### config.mk
export PLATFORM = sky130hd
export DESIGN_NAME = regfile_mp_flat
export DESIGN_NICKNAME = d
export VERILOG_FILES = /design/src/rtl/regfile_pkg.sv /design/src/rtl/regfile_mp_if.sv /design/src/rtl/regfile_clear_seq.sv /design/src/rtl/regfile_mp.sv /design/src/flat_wrapper.sv
export SDC_FILE = /design/constraint.sdc
export NUM_CORES = 1
export LEC_CHECK = 0
export BUFFER_PORTS_ARGS = -buffer_cell sky130_fd_sc_hd__buf_4
export CAP_MARGIN = 20
export CORE_ASPECT_RATIO = 1.2
export CORE_MARGIN = 5
export CORE_UTILIZATION = 45
export CTS_CLUSTER_SIZE = 28
export DETAILED_ROUTE_END_ITERATION = 12
export PLACE_DENSITY = 0.7
export SYNTH_ARGS = -nofsm -noshare
export SYNTH_HDL_FRONTEND = slang
export SYNTH_SLANG_ARGS = --single-unit
### constraint.sdc
create_clock -name CLK -period 7.4 [get_ports CLK]
set_clock_uncertainty 0.15 [all_clocks]
set_input_delay 0.74 -clock CLK [delete_from_list [all_inputs] [get_ports CLK]]
set_output_delay 0.74 -clock CLK [all_outputs]
set_load 0.02 [all_outputs]
### src/rtl/regfile_pkg.sv
// Shared definitions for the parametrised register file: state encoding and index helpers.
package regfile_pkg;

    typedef enum logic {
        CLEAR = 1'b0,
        RUN   = 1'b1
    } state_e;

    // The top index of the address space is reserved for the PC read-through.
    function automatic int pc_idx(int addr_w);
        return (1 << addr_w) - 1;
    endfunction

    function automatic int n_entries(int addr_w);
        return (1 << addr_w) - 1;
    endfunction

endpackage

### src/rtl/regfile_mp_if.sv
// Write/read bus between the datapath and regfile_mp; master drives indices and data.
interface regfile_mp_if #(
    parameter int DATA_W = 32,
    parameter int ADDR_W = 4,
    parameter int NUM_RD = 2
);
    logic                       WE3;
    logic [ADDR_W-1:0]          A3;
    logic [DATA_W-1:0]          WD3;
    logic [DATA_W-1:0]          R15;
    logic [NUM_RD*ADDR_W-1:0]   A;
    logic [NUM_RD*DATA_W-1:0]   RD;
    logic                       BUSY;

    modport master (output WE3, A3, WD3, R15, A, input RD, BUSY);
    modport slave  (input WE3, A3, WD3, R15, A, output RD, BUSY);
endinterface

### src/rtl/regfile_clear_seq.sv
// Clear sequencer: walks ptr over every storage entry after reset, one per edge.
// BUSY is decoded straight from the state register; no backpressure, writes are simply locked out.
module regfile_clear_seq
    import regfile_pkg::*;
#(
    parameter int ADDR_W = 4
) (
    input  logic              clk_i,
    input  logic              rst_n_i,
    output logic              busy_o,
    output logic              clr_we_o,
    output logic [ADDR_W-1:0] clr_idx_o
);
    localparam logic [ADDR_W-1:0] LAST = ADDR_W'(n_entries(ADDR_W) - 1);

    state_e            state_q;
    logic [ADDR_W-1:0] ptr_q;

    // ptr parks on LAST once RUN is reached, so it never wraps onto the PC index.
    always_ff @(posedge clk_i) begin
        if (!rst_n_i) begin
            state_q <= CLEAR;
            ptr_q   <= '0;
        end else if (state_q == CLEAR) begin
            if (ptr_q == LAST) begin
                state_q <= RUN;
            end else begin
                ptr_q <= ptr_q + 1'b1;
            end
        end
    end

    assign busy_o    = (state_q == CLEAR);
    assign clr_we_o  = rst_n_i && (state_q == CLEAR);
    assign clr_idx_o = ptr_q;

endmodule

### src/rtl/regfile_mp.sv
// Multi-port register file with PC read-through, sequenced clear and optional write bypass.
// Reads are zero-latency; writes land on the rising edge and are dropped while BUSY or in reset.
module regfile_mp
    import regfile_pkg::*;
#(
    parameter int DATA_W = 32,
    parameter int ADDR_W = 4,
    parameter int NUM_RD = 2,
    parameter int BYPASS = 1
) (
    input logic         CLK,
    input logic         RESETn,
    regfile_mp_if.slave bus
);
    localparam int                NENT = n_entries(ADDR_W);
    localparam logic [ADDR_W-1:0] PC   = ADDR_W'(pc_idx(ADDR_W));

    if (NUM_RD < 1 || NUM_RD > 4) begin : g_bad_num_rd
        $error("regfile_mp: NUM_RD must be in 1..4");
    end

    logic              busy;
    logic              clr_we;
    logic [ADDR_W-1:0] clr_idx;

    logic              wr_en;
    logic [ADDR_W-1:0] wr_idx;
    logic [DATA_W-1:0] wr_dat;

    logic [DATA_W-1:0] mem_q [NENT];

    regfile_clear_seq #(
        .ADDR_W (ADDR_W)
    ) u_clear_seq (
        .clk_i     (CLK),
        .rst_n_i   (RESETn),
        .busy_o    (busy),
        .clr_we_o  (clr_we),
        .clr_idx_o (clr_idx)
    );

    // The clear sequence owns the write port while it runs; user writes to the PC index vanish.
    always_comb begin
        wr_en  = 1'b0;
        wr_idx = clr_idx;
        wr_dat = '0;
        if (RESETn) begin
            if (clr_we) begin
                wr_en = 1'b1;
            end else if (bus.WE3 && (bus.A3 != PC)) begin
                wr_en  = 1'b1;
                wr_idx = bus.A3;
                wr_dat = bus.WD3;
            end
        end
    end

    always_ff @(posedge CLK) begin
        if (wr_en) begin
            mem_q[wr_idx] <= wr_dat;
        end
    end

    for (genvar i = 0; i < NUM_RD; i++) begin : g_rd
        logic [ADDR_W-1:0] rd_idx;
        logic [DATA_W-1:0] rd_dat;

        assign rd_idx = bus.A[i*ADDR_W +: ADDR_W];

        always_comb begin
            rd_dat = mem_q[rd_idx];
            if (rd_idx == PC) begin
                rd_dat = bus.R15;
            end else if (busy) begin
                rd_dat = '0;
            end else if ((BYPASS != 0) && bus.WE3 && (bus.A3 == rd_idx)) begin
                rd_dat = bus.WD3;
            end
        end

        assign bus.RD[i*DATA_W +: DATA_W] = rd_dat;
    end

    assign bus.BUSY = busy;

endmodule

### src/flat_wrapper.sv
// flat-port wrapper written by rule: the top's interface ports become plain ports
module regfile_mp_flat import regfile_pkg::*;
#(
    parameter int DATA_W = 32,
    parameter int ADDR_W = 4,
    parameter int NUM_RD = 2,
    parameter int BYPASS = 1
)
  (CLK, RESETn, bus_WE3, bus_A3, bus_WD3, bus_R15, bus_A, bus_RD, bus_BUSY);
  regfile_mp_if #(.DATA_W(DATA_W), .ADDR_W(ADDR_W), .NUM_RD(NUM_RD)) bus_i ();
  input logic CLK;
  input logic RESETn;
  input wire logic [$bits(bus_i.WE3)-1:0] bus_WE3;
  input wire logic [$bits(bus_i.A3)-1:0] bus_A3;
  input wire logic [$bits(bus_i.WD3)-1:0] bus_WD3;
  input wire logic [$bits(bus_i.R15)-1:0] bus_R15;
  input wire logic [$bits(bus_i.A)-1:0] bus_A;
  output wire logic [$bits(bus_i.RD)-1:0] bus_RD;
  output wire logic [$bits(bus_i.BUSY)-1:0] bus_BUSY;
  assign bus_i.WE3 = bus_WE3;
  assign bus_i.A3 = bus_A3;
  assign bus_i.WD3 = bus_WD3;
  assign bus_i.R15 = bus_R15;
  assign bus_i.A = bus_A;
  assign bus_RD = bus_i.RD;
  assign bus_BUSY = bus_i.BUSY;
  regfile_mp #(.DATA_W(DATA_W), .ADDR_W(ADDR_W), .NUM_RD(NUM_RD), .BYPASS(BYPASS)) u_core (.CLK(CLK), .RESETn(RESETn), .bus(bus_i));
endmodule
==> impl_metrics.tcl, run 1 <==
set metrics [dict create \
    status "finished clean" \
    gp_congestion 0.790 \
    final_max_slew_viol_count 0 \
    cts_buffers 47 \
    yosys.area_share.xor_xnor_pct 0.405 \
    synth.mux.area_fraction_pct 21.9 \
    final_antenna_net_count 0 \
    crit_type "in2out" \
    cts_root_buf "clkbuf_16" \
    postSynthAreaPerCell_sq_um 15.9 \
    antenna_cells 0 \
    cts.sinks 485 \
    relSlewSlack_pct 15.3 \
    start_util_pct 45.4 \
    synth_top_area_share_pct 60.5 \
    crit_fanout 35 \
    synth_edf_count 480 \
    powerDensity_nw_per_um2 217 \
    post_cts_buffers 0 \
    die_y_um 262 \
    insertion_delay_ps 550 \
    vias_per_cell 6.53 \
    fin_nets 1676 \
    hold_path_class "in2reg" \
    p_leak_nw 8.44 \
    fin_setup_tns_ps 0 \
    final_area_sq_um 27000 \
    slowest_stage "and3_2" \
    die_w_um 220 \
    cpPeakStageDelay_ps 1040 \
    vdd_drop_max_uv 139 \
    swShare_pct 22.0 \
    grt_setup_unrepaired "no" \
    max_freq_ghz 0.204 \
    hold_depth 2 \
    start_kind "primary input" \
    core-area_sq_um 52500 \
    vias 15200 \
    grt_use_total_pct 23.4 \
    netlist_top_cells_area "edfxtp_1 61%, mux4_2 15%, mux2i_1 5.3%" \
    fp-row-count 92 \
    syn_nets 1575 \
    cp.required_ps 6510 \
    drt-total-wl_um 68700 \
    synth_top_family_by_area "multiplexers" \
    worst-path-buf-inv 3 \
    yosys.area_share.simple_pct 4.45 \
    seqPwrFrac_pct 51.9 \
    layout-drive-gt1-share_pct 28.2 \
    grt.overflow.total 0 \
    finalPower_w 0.00587 \
    hold_viol 0 \
    crit_path_end_kind "output port" \
    synth_area_leader_cell "edfxtp_1" \
    setup_viol 0 \
    clk_pin_slew_ps 60 \
    pin_count 144 \
    synth_compound_area_share_pct 9.14 \
    synth_most_common_cell "edfxtp_1" \
    die_area_sq_um 57600 \
    min_period_ps 4900 \
    wl_per_cell_um 29.5 \
    antenna_found_initial 0 \
    path_cells "buf_4 > and2_1 > and3_2 > nor2_4 > buf_4 > a32oi_1 > o21ai_1 > buf_4" \
    drc 0 \
    drt-initial-drc-count 1776 \
    ys_types 49 \
    worst_pin_slew_ps 1270 \
    grt_pass1_wl_um 99900 \
    p_clk_share_pct 39.7 \
    crit_family "simple AND/OR/NAND/NOR gates" \
    drt_pre_antenna_iters 5 \
    p_switching_w 0.00129 \
    comb_power_share_pct 8.4 \
    dpl-instance-area_sq_um 25500 \
    yosysSeqAreaShare_pct 60.9 \
    reg2regPathDepth 6 \
    synthAdderAreaFrac_pct 0.105 \
    synthArstFlopShare_pct 0 \
    cap_violations 0 \
    ys_top_cells_by_count "480 x edfxtp_1, 163 x mux4_2, 125 x mux2i_1" \
    syn_to_final_growth_pct 13.5 \
    crit_top_cell "buf_4" \
    synth_flop_cell "edfxtp_1" \
    grt_pass1_vias 15600 \
    clk_path_buf_depth 3 \
    grt_max_degree 105 \
    synth-seq-cells 485 \
    syn_inst 1494 \
    cts_tree "done" \
    h-tree-depth 2 \
    p_int_w 0.00457 \
    portBuffers 143 \
    ys.warnings.count 0 \
    synth_area_sq_um 23800 \
    cp_num_cells 8 \
    cts_hold_buffers 0 \
    cts_resized 0 \
    hpwlAfterDp_um 39000 \
    cp.arrival_ps 4010 \
    fin_crit_sh_pct 66.2 \
]
## final timing paths
| kind | startpoint | endpoint | slack [ps] |
|---|---|---|---|
| worst min register to register | u_core.u_clear_seq.clr_idx_o[3]$_SDFFE_PN0P_ | u_core.u_clear_seq.clr_idx_o[3]$_SDFFE_PN0P_ | 480 |
| worst max-delay path | bus_A[3] | bus_RD[3] | 2500 |
| worst max register to register | u_core.u_clear_seq.state_q$_SDFF_PN0_ | u_core.mem_q[2][8]$_DFFE_PP_ | 3880 |
| worst min-delay path | RESETn | u_core.u_clear_seq.clr_idx_o[2]$_SDFFE_PN0P_ | 310 |
## metal layers
layer | wire length [um] | share of wire [%] | track usage, % | vias up
met3 | 5270 | 7.7 | 3.06 | 156
li1 | - | - | - | 6374
met2 | 34900 | 51 | 40.8 | 776
met4 | 2780 | 4.0 | 9.29 | 0
met5 | 0 | 0 | 0 | -
met1 | 25700 | 37 | 29.9 | 7928
## layout make-up
| cell class | count | area, sq um |
|---|---|---|
| fill | 4307 | 25500 |
| inverter | 6 | 22.5 |
| sequential | 485 | 14500 |
| tap | 705 | 882 |
| timing repair buffer | 179 | 1400 |
| multi-input combinational | 876 | 8750 |
| clock inverter | 23 | 213 |
| clock buffer | 59 | 1260 |
## power groups by stage
stage | registers [W] | logic [W] | clock network [W]
6_report | 0.00305 | 0.000493 | 0.00233
5_1_grt | 0.00305 | 0.000521 | 0.00246
4_1_cts | 0.00304 | 0.000492 | 0.00235
3_5_place_dp | 0.00310 | 0.000490 | 0
3_3_place_gp | 0.00310 | 0.000483 | 0
2_1_floorplan | 0.00309 | 0.000324 | 0
## through the flow
stage / hold slack, ps / utilization, % / cells / setup slack [ps]
after global placement: 455 / 48.6 / 2249 / 2530
after floorplan: 432 / - / 1494 / 3790
final: 306 / 51.5 / 2333 / 2500
after CTS: 285 / 51.4 / 2331 / 2460
after detailed placement: 473 / 48.6 / 2249 / 2470
after global routing: 307 / 51.5 / 2333 / 2370
## cell families (layout without fill, tap and decap cells)
kind of cell             count (synthesis)  in the layout
AO/OA/AOI/OAI                          332            332
XOR/XNOR                                11             11
adder cells (fa/ha/maj)                  2              2
buffers and inverters                  133            267
flip-flops                             485            485
multiplexers                           315            315
AND/OR/NAND/NOR                        216            216
## cell usage in the layout, fill, tap and decap left out, drive strengths merged, types with 21 or more instances in the layout
master	instances
nor2	25
o22ai	54
buf	178
clkbuf	60
and3	21
mux2i	125
mux2	27
nand2	96
o21ai	125
and2	38
edfxtp	480
a221o	32
a211oi	49
mux4	163
## registers in the layout, indices dropped and copies added, names as in the netlist
name	cells
u_core.mem_q	480
u_core.u_clear_seq.clr_idx_o	4
u_core.u_clear_seq.state_q	1
No activity file was read; power rests on OpenSTA's default activity.
==> run 2: changes to the inputs <==
==> constraint.sdc (replaced) <==
create_clock -name CLK -period 4.9 [get_ports CLK]
set_clock_uncertainty 0.15 [all_clocks]
set_input_delay 0.49 -clock CLK [delete_from_list [all_inputs] [get_ports CLK]]
set_output_delay 0.49 -clock CLK [all_outputs]
set_load 0.02 [all_outputs]
==> impl_metrics.tcl, run 2 (synthesis results as in run 1) <==
set metrics [dict create \
    hold_path_class "in2reg" \
    setup.worst_path.start "bus_A[0]" \
    max_freq_ghz 0.260 \
    min_from "RESETn" \
    post_cts_buffers 0 \
    die_y_um 262 \
    powerDensity_nw_per_um2 330 \
    swShare_pct 22.1 \
    min_period_ps 3840 \
    cts_resized 0 \
    final_max_slew_viol_count 0 \
    p_clk_share_pct 40.5 \
    p_leak_nw 8.57 \
    cap_violations 0 \
    crit_top_cell "buf_4" \
    h-tree-depth 2 \
    antenna_found_initial 0 \
    finalPower_w 0.00900 \
    fp-row-count 92 \
    clk_pin_slew_ps 60 \
    insertion_delay_ps 560 \
    grtUsageMet1_pct 30.6 \
    cts_hold_buffers 0 \
    use_met2_pct 39.5 \
    crit_type "in2out" \
    fin_crit_sh_pct 78.4 \
    crit_path_end_kind "output port" \
    gp_congestion 0.837 \
    grtUsageMet3_pct 4.26 \
    hold_viol 0 \
    grt_max_degree 111 \
    pin_count 144 \
    cts_root_buf "clkbuf_16" \
    seqPwrFrac_pct 51.1 \
    dpl-instance-area_sq_um 25700 \
    multi_input_area_sq_um 8740 \
    clk_path_buf_depth 3 \
    core-area_sq_um 52500 \
    drt-initial-drc-count 1812 \
    grt.overflow.total 0 \
    vias_per_cell 6.55 \
    crit_fanout 56 \
    die_area_sq_um 57600 \
    die_w_um 220 \
    fin_nets 1695 \
    drc 0 \
    n_fill_cell 4297 \
    r2r_start "u_core.u_clear_seq.state_q$_SDFF_PN0_" \
    start_kind "primary input" \
    grt-busiest-layer "met2" \
    p_switching_w 0.00199 \
    cp.arrival_ps 3200 \
    p_int_w 0.00701 \
    layout_common_cells "480 x edfxtp_1, 191 x buf_4, 163 x mux4_2" \
    slowest_stage "nand3_2" \
    hpwlAfterDp_um 42100 \
    top_register "u_core.mem_q" \
    portBuffers 143 \
    grt_use_total_pct 23.7 \
    syn_to_final_growth_pct 14.4 \
    grt_pass1_vias 15700 \
    cp.required_ps 4260 \
    cts_tree "done" \
    drt-total-wl_um 69600 \
    vias 15400 \
    path_cells "buf_6 > xor2_1 > nor3_1 > nand3_2 > buf_4 > nand2_1 > buf_4 > o31ai_1 > buf_4" \
    antenna_cells 0 \
    comb_power_share_pct 8.4 \
    final_antenna_net_count 0 \
    start_util_pct 45.4 \
    relSlewSlack_pct 20.7 \
    layout_commonest_cell "edfxtp_1" \
    vdd_drop_max_uv 238 \
    cts_buffers 47 \
    cpPeakStageDelay_ps 580 \
    final_area_sq_um 27300 \
    seqCellArea_sq_um 14500 \
    grt_setup_unrepaired "no" \
    worst_pin_slew_ps 1190 \
    fin_setup_tns_ps 0 \
    largest_reg_flops 480 \
    layout-drive-gt1-share_pct 28.8 \
    drt_pre_antenna_iters 6 \
    cts.sinks 485 \
    status "finished clean" \
    setup_viol 0 \
    grt_pass1_wl_um 101000 \
    wl_per_cell_um 29.5 \
]
## run 2: critical path, delay by kind of cell
| kind | cells | cell delay [ps] |
|---|---|---|
| AND/OR/NAND/NOR | 3 | 940 |
| buffers and inverters | 4 | 1380 |
| AO/OA/AOI/OAI | 1 | 140 |
| XOR/XNOR | 1 | 130 |
## run 2: path summary, 6_finish.rpt
path                                                        to  slack (ps)  depth (start not counted)
hold reg to reg   u_core.u_clear_seq.clr_idx_o[3]$_SDFFE_PN0P_         490                          2
setup reg to reg                 u_core.mem_q[3][10]$_DFFE_PP_        1550                          6
setup / recovery                                    bus_RD[28]        1060                          9
hold / removal    u_core.u_clear_seq.clr_idx_o[3]$_SDFFE_PN0P_          50                          2
## run 2: layout make-up
class / instances / share of cell area, %
clock buffer: 64 / 4.63
clock inverter: 22 / 1.00
inverter: 6 / 0.0826
multi-input combinational: 876 / 32.1
sequential: 485 / 53.3
tap: 705 / 3.24
timing repair buffer: 198 / 5.72
## run 2: metrics by stage
stage | setup WS, ps | std cells | hold WS [ps] | util [%]
after floorplan | 1540 | 1494 | 432 | -
after global placement | 1140 | 2270 | 458 | 49.0
after detailed placement | 1080 | 2270 | 471 | 49.0
after CTS | 1080 | 2356 | 36.2 | 51.9
after global routing | 820 | 2356 | 54.9 | 51.9
final | 1060 | 2356 | 54.8 | 51.9
## run 2: power groups by stage
stage | Clock [W] | Combinational, W | Sequential, W
6_report | 0.00365 | 0.000758 | 0.00460
5_1_grt | 0.00385 | 0.000797 | 0.00460
4_1_cts | 0.00368 | 0.000756 | 0.00460
3_5_place_dp | 0 | 0.000753 | 0.00469
3_3_place_gp | 0 | 0.000746 | 0.00468
2_1_floorplan | 0 | 0.000489 | 0.00467
## run 2: routing by layer
layer / up-vias / part of all wire (%)
li1: 6412 / -
met1: 7886 / 36
met2: 949 / 50
met3: 184 / 9.7
met4: 0 / 4.6
met5: - / 0
==> run 3: changes to the inputs <==
--- a/config.mk
+++ b/config.mk
@@ -12,7 +12,7 @@
 export CORE_UTILIZATION = 45
 export CTS_CLUSTER_SIZE = 28
 export DETAILED_ROUTE_END_ITERATION = 12
-export PLACE_DENSITY = 0.7
+export PLACE_DENSITY = 0.72
 export SYNTH_ARGS = -nofsm -noshare
 export SYNTH_HDL_FRONTEND = slang
 export SYNTH_SLANG_ARGS = --single-unit
==> constraint.sdc (replaced) <==
create_clock -name CLK -period 3.5 [get_ports CLK]
set_clock_uncertainty 0.15 [all_clocks]
set_input_delay 0.35 -clock CLK [delete_from_list [all_inputs] [get_ports CLK]]
set_output_delay 0.35 -clock CLK [all_outputs]
set_load 0.02 [all_outputs]
==> impl_metrics.tcl, run 3 (synthesis results as in run 1) <==
set metrics [dict create \
    status "finished clean" \
    slowest_stage "nor4_4" \
    dpl-instance-area_sq_um 26100 \
    h-tree-depth 2 \
    path_cells "inv_1 > nor4_4 > buf_4 > a221o_1 > buf_4" \
    vias 15600 \
    cap_violations 0 \
    n_fill_cell 4256 \
    post_cts_buffers 0 \
    cpPeakStageDelay_ps 840 \
    fp-row-count 92 \
    vdd_drop_max_uv 316 \
    final_area_sq_um 27500 \
    fin_crit_sh_pct 96.0 \
    cts_resized 0 \
    wl_per_cell_um 29.2 \
    grt_pass1_wl_um 101000 \
    layout_commonest_cell "edfxtp_1" \
    min_period_ps 3360 \
    die_area_sq_um 57600 \
    hpwlAfterDp_um 41100 \
    start_kind "register" \
    crit_path_end_kind "output port" \
    cp.arrival_ps 2860 \
    gp_congestion 0.817 \
    max_freq_ghz 0.298 \
    pin_count 144 \
    worst_pin_slew_ps 1050 \
    final_antenna_net_count 0 \
    syn_to_final_growth_pct 15.4 \
    grt_use_total_pct 23.6 \
    grt.overflow.total 0 \
    grt_setup_unrepaired "no" \
    largest_reg_flops 480 \
    final_max_slew_viol_count 0 \
    clk_pin_slew_ps 60 \
    antenna_found_initial 2 \
    top_register "u_core.mem_q" \
    powerDensity_nw_per_um2 446 \
    vias_per_cell 6.56 \
    crit_fanout 17 \
    layout-drive-gt1-share_pct 29.8 \
    layout_common_cells "480 x edfxtp_1, 196 x buf_4, 163 x mux4_2" \
    die_y_um 262 \
    cts_tree "done" \
    fin_setup_tns_ps 0 \
    grt_pass1_vias 15700 \
    cts_buffers 46 \
    drt-total-wl_um 69300 \
    antenna_cells 0 \
    crit_type "reg2out" \
    fin_nets 1716 \
    cp.required_ps 3000 \
    drt-initial-drc-count 1743 \
    setup_viol 0 \
    drt_pre_antenna_iters 6 \
    clk_path_buf_depth 3 \
    crit_top_cell "buf_4" \
    portBuffers 143 \
    grt_max_degree 84 \
    hold_path_class "in2reg" \
    insertion_delay_ps 560 \
    core-area_sq_um 52500 \
    relSlewSlack_pct 29.9 \
    hold_viol 0 \
    drc 0 \
    start_util_pct 45.4 \
    p_leak_nw 8.67 \
    die_w_um 220 \
    cts_root_buf "clkbuf_16" \
    cts.sinks 485 \
]
run 3: critical path, delay by kind of cell (launching register included):
kind            cells  cell delay [ps]
buf+inv             3              810
compound gates      1              200
flops               1              420
simple gates        1              840
run 3: report_power, final:
| part | internal [W] | switching [W] |
|---|---|---|
| clock network | 0.00266 | 0.00207 |
| logic | 0.000473 | 0.000617 |
| registers | 0.00639 | 0.0000452 |
run 3: cell type report:
cell class / count / area [sq um] / area share (%)
clock buffer: 52 / 1240 / 4.50
clock inverter: 28 / 178 / 0.646
inverter: 6 / 22.5 / 0.0819
multi-input combinational: 877 / 8750 / 31.8
sequential: 485 / 14500 / 52.8
tap: 705 / 882 / 3.21
timing repair buffer: 219 / 1910 / 6.94
run 3: worst paths after layout:
path,slack (ps),to,from,cells past startpoint
worst max-delay path,140,bus_RD[52],u_core.u_clear_seq.state_q$_SDFF_PN0_,5
worst min-delay path,250,u_core.mem_q[3][6]$_DFFE_PP_,bus_WD3[6],2
worst max register to register,720,u_core.mem_q[2][26]$_DFFE_PP_,u_core.u_clear_seq.state_q$_SDFF_PN0_,6
worst min register to register,510,u_core.u_clear_seq.clr_idx_o[3]$_SDFFE_PN0P_,u_core.u_clear_seq.clr_idx_o[3]$_SDFFE_PN0P_,2
run 3: repair_timing:
| action | in CTS | in global routing |
|---|---|---|
| endpoints found under the hold margin | 5 | 0 |
| hold buffers | 1 | 0 |
| setup endpoints to repair | 0 | 3 |
run 3: per-layer routing:
| metal | global-route usage [%] | share of wire [%] |
|---|---|---|
| met5 | 0 | 0.013 |
| met1 | 31.0 | 37 |
| met4 | 9.76 | 4.4 |
| met2 | 39.0 | 49 |
| met3 | 4.46 | 9.2 |
run 3: metrics by stage:
stage                     setup slack, ps  total power [W]  util [%]  hold slack [ps]  std cells
final                                 141           0.0123      52.4              245       2372
after CTS                            14.2           0.0123      52.4              220       2371
after floorplan                       281          0.00723         -              322       1494
after global routing                 27.8           0.0126      52.4              252       2372
after global placement                355          0.00762      49.6              460       2290
after detailed placement              352          0.00764      49.6              483       2290
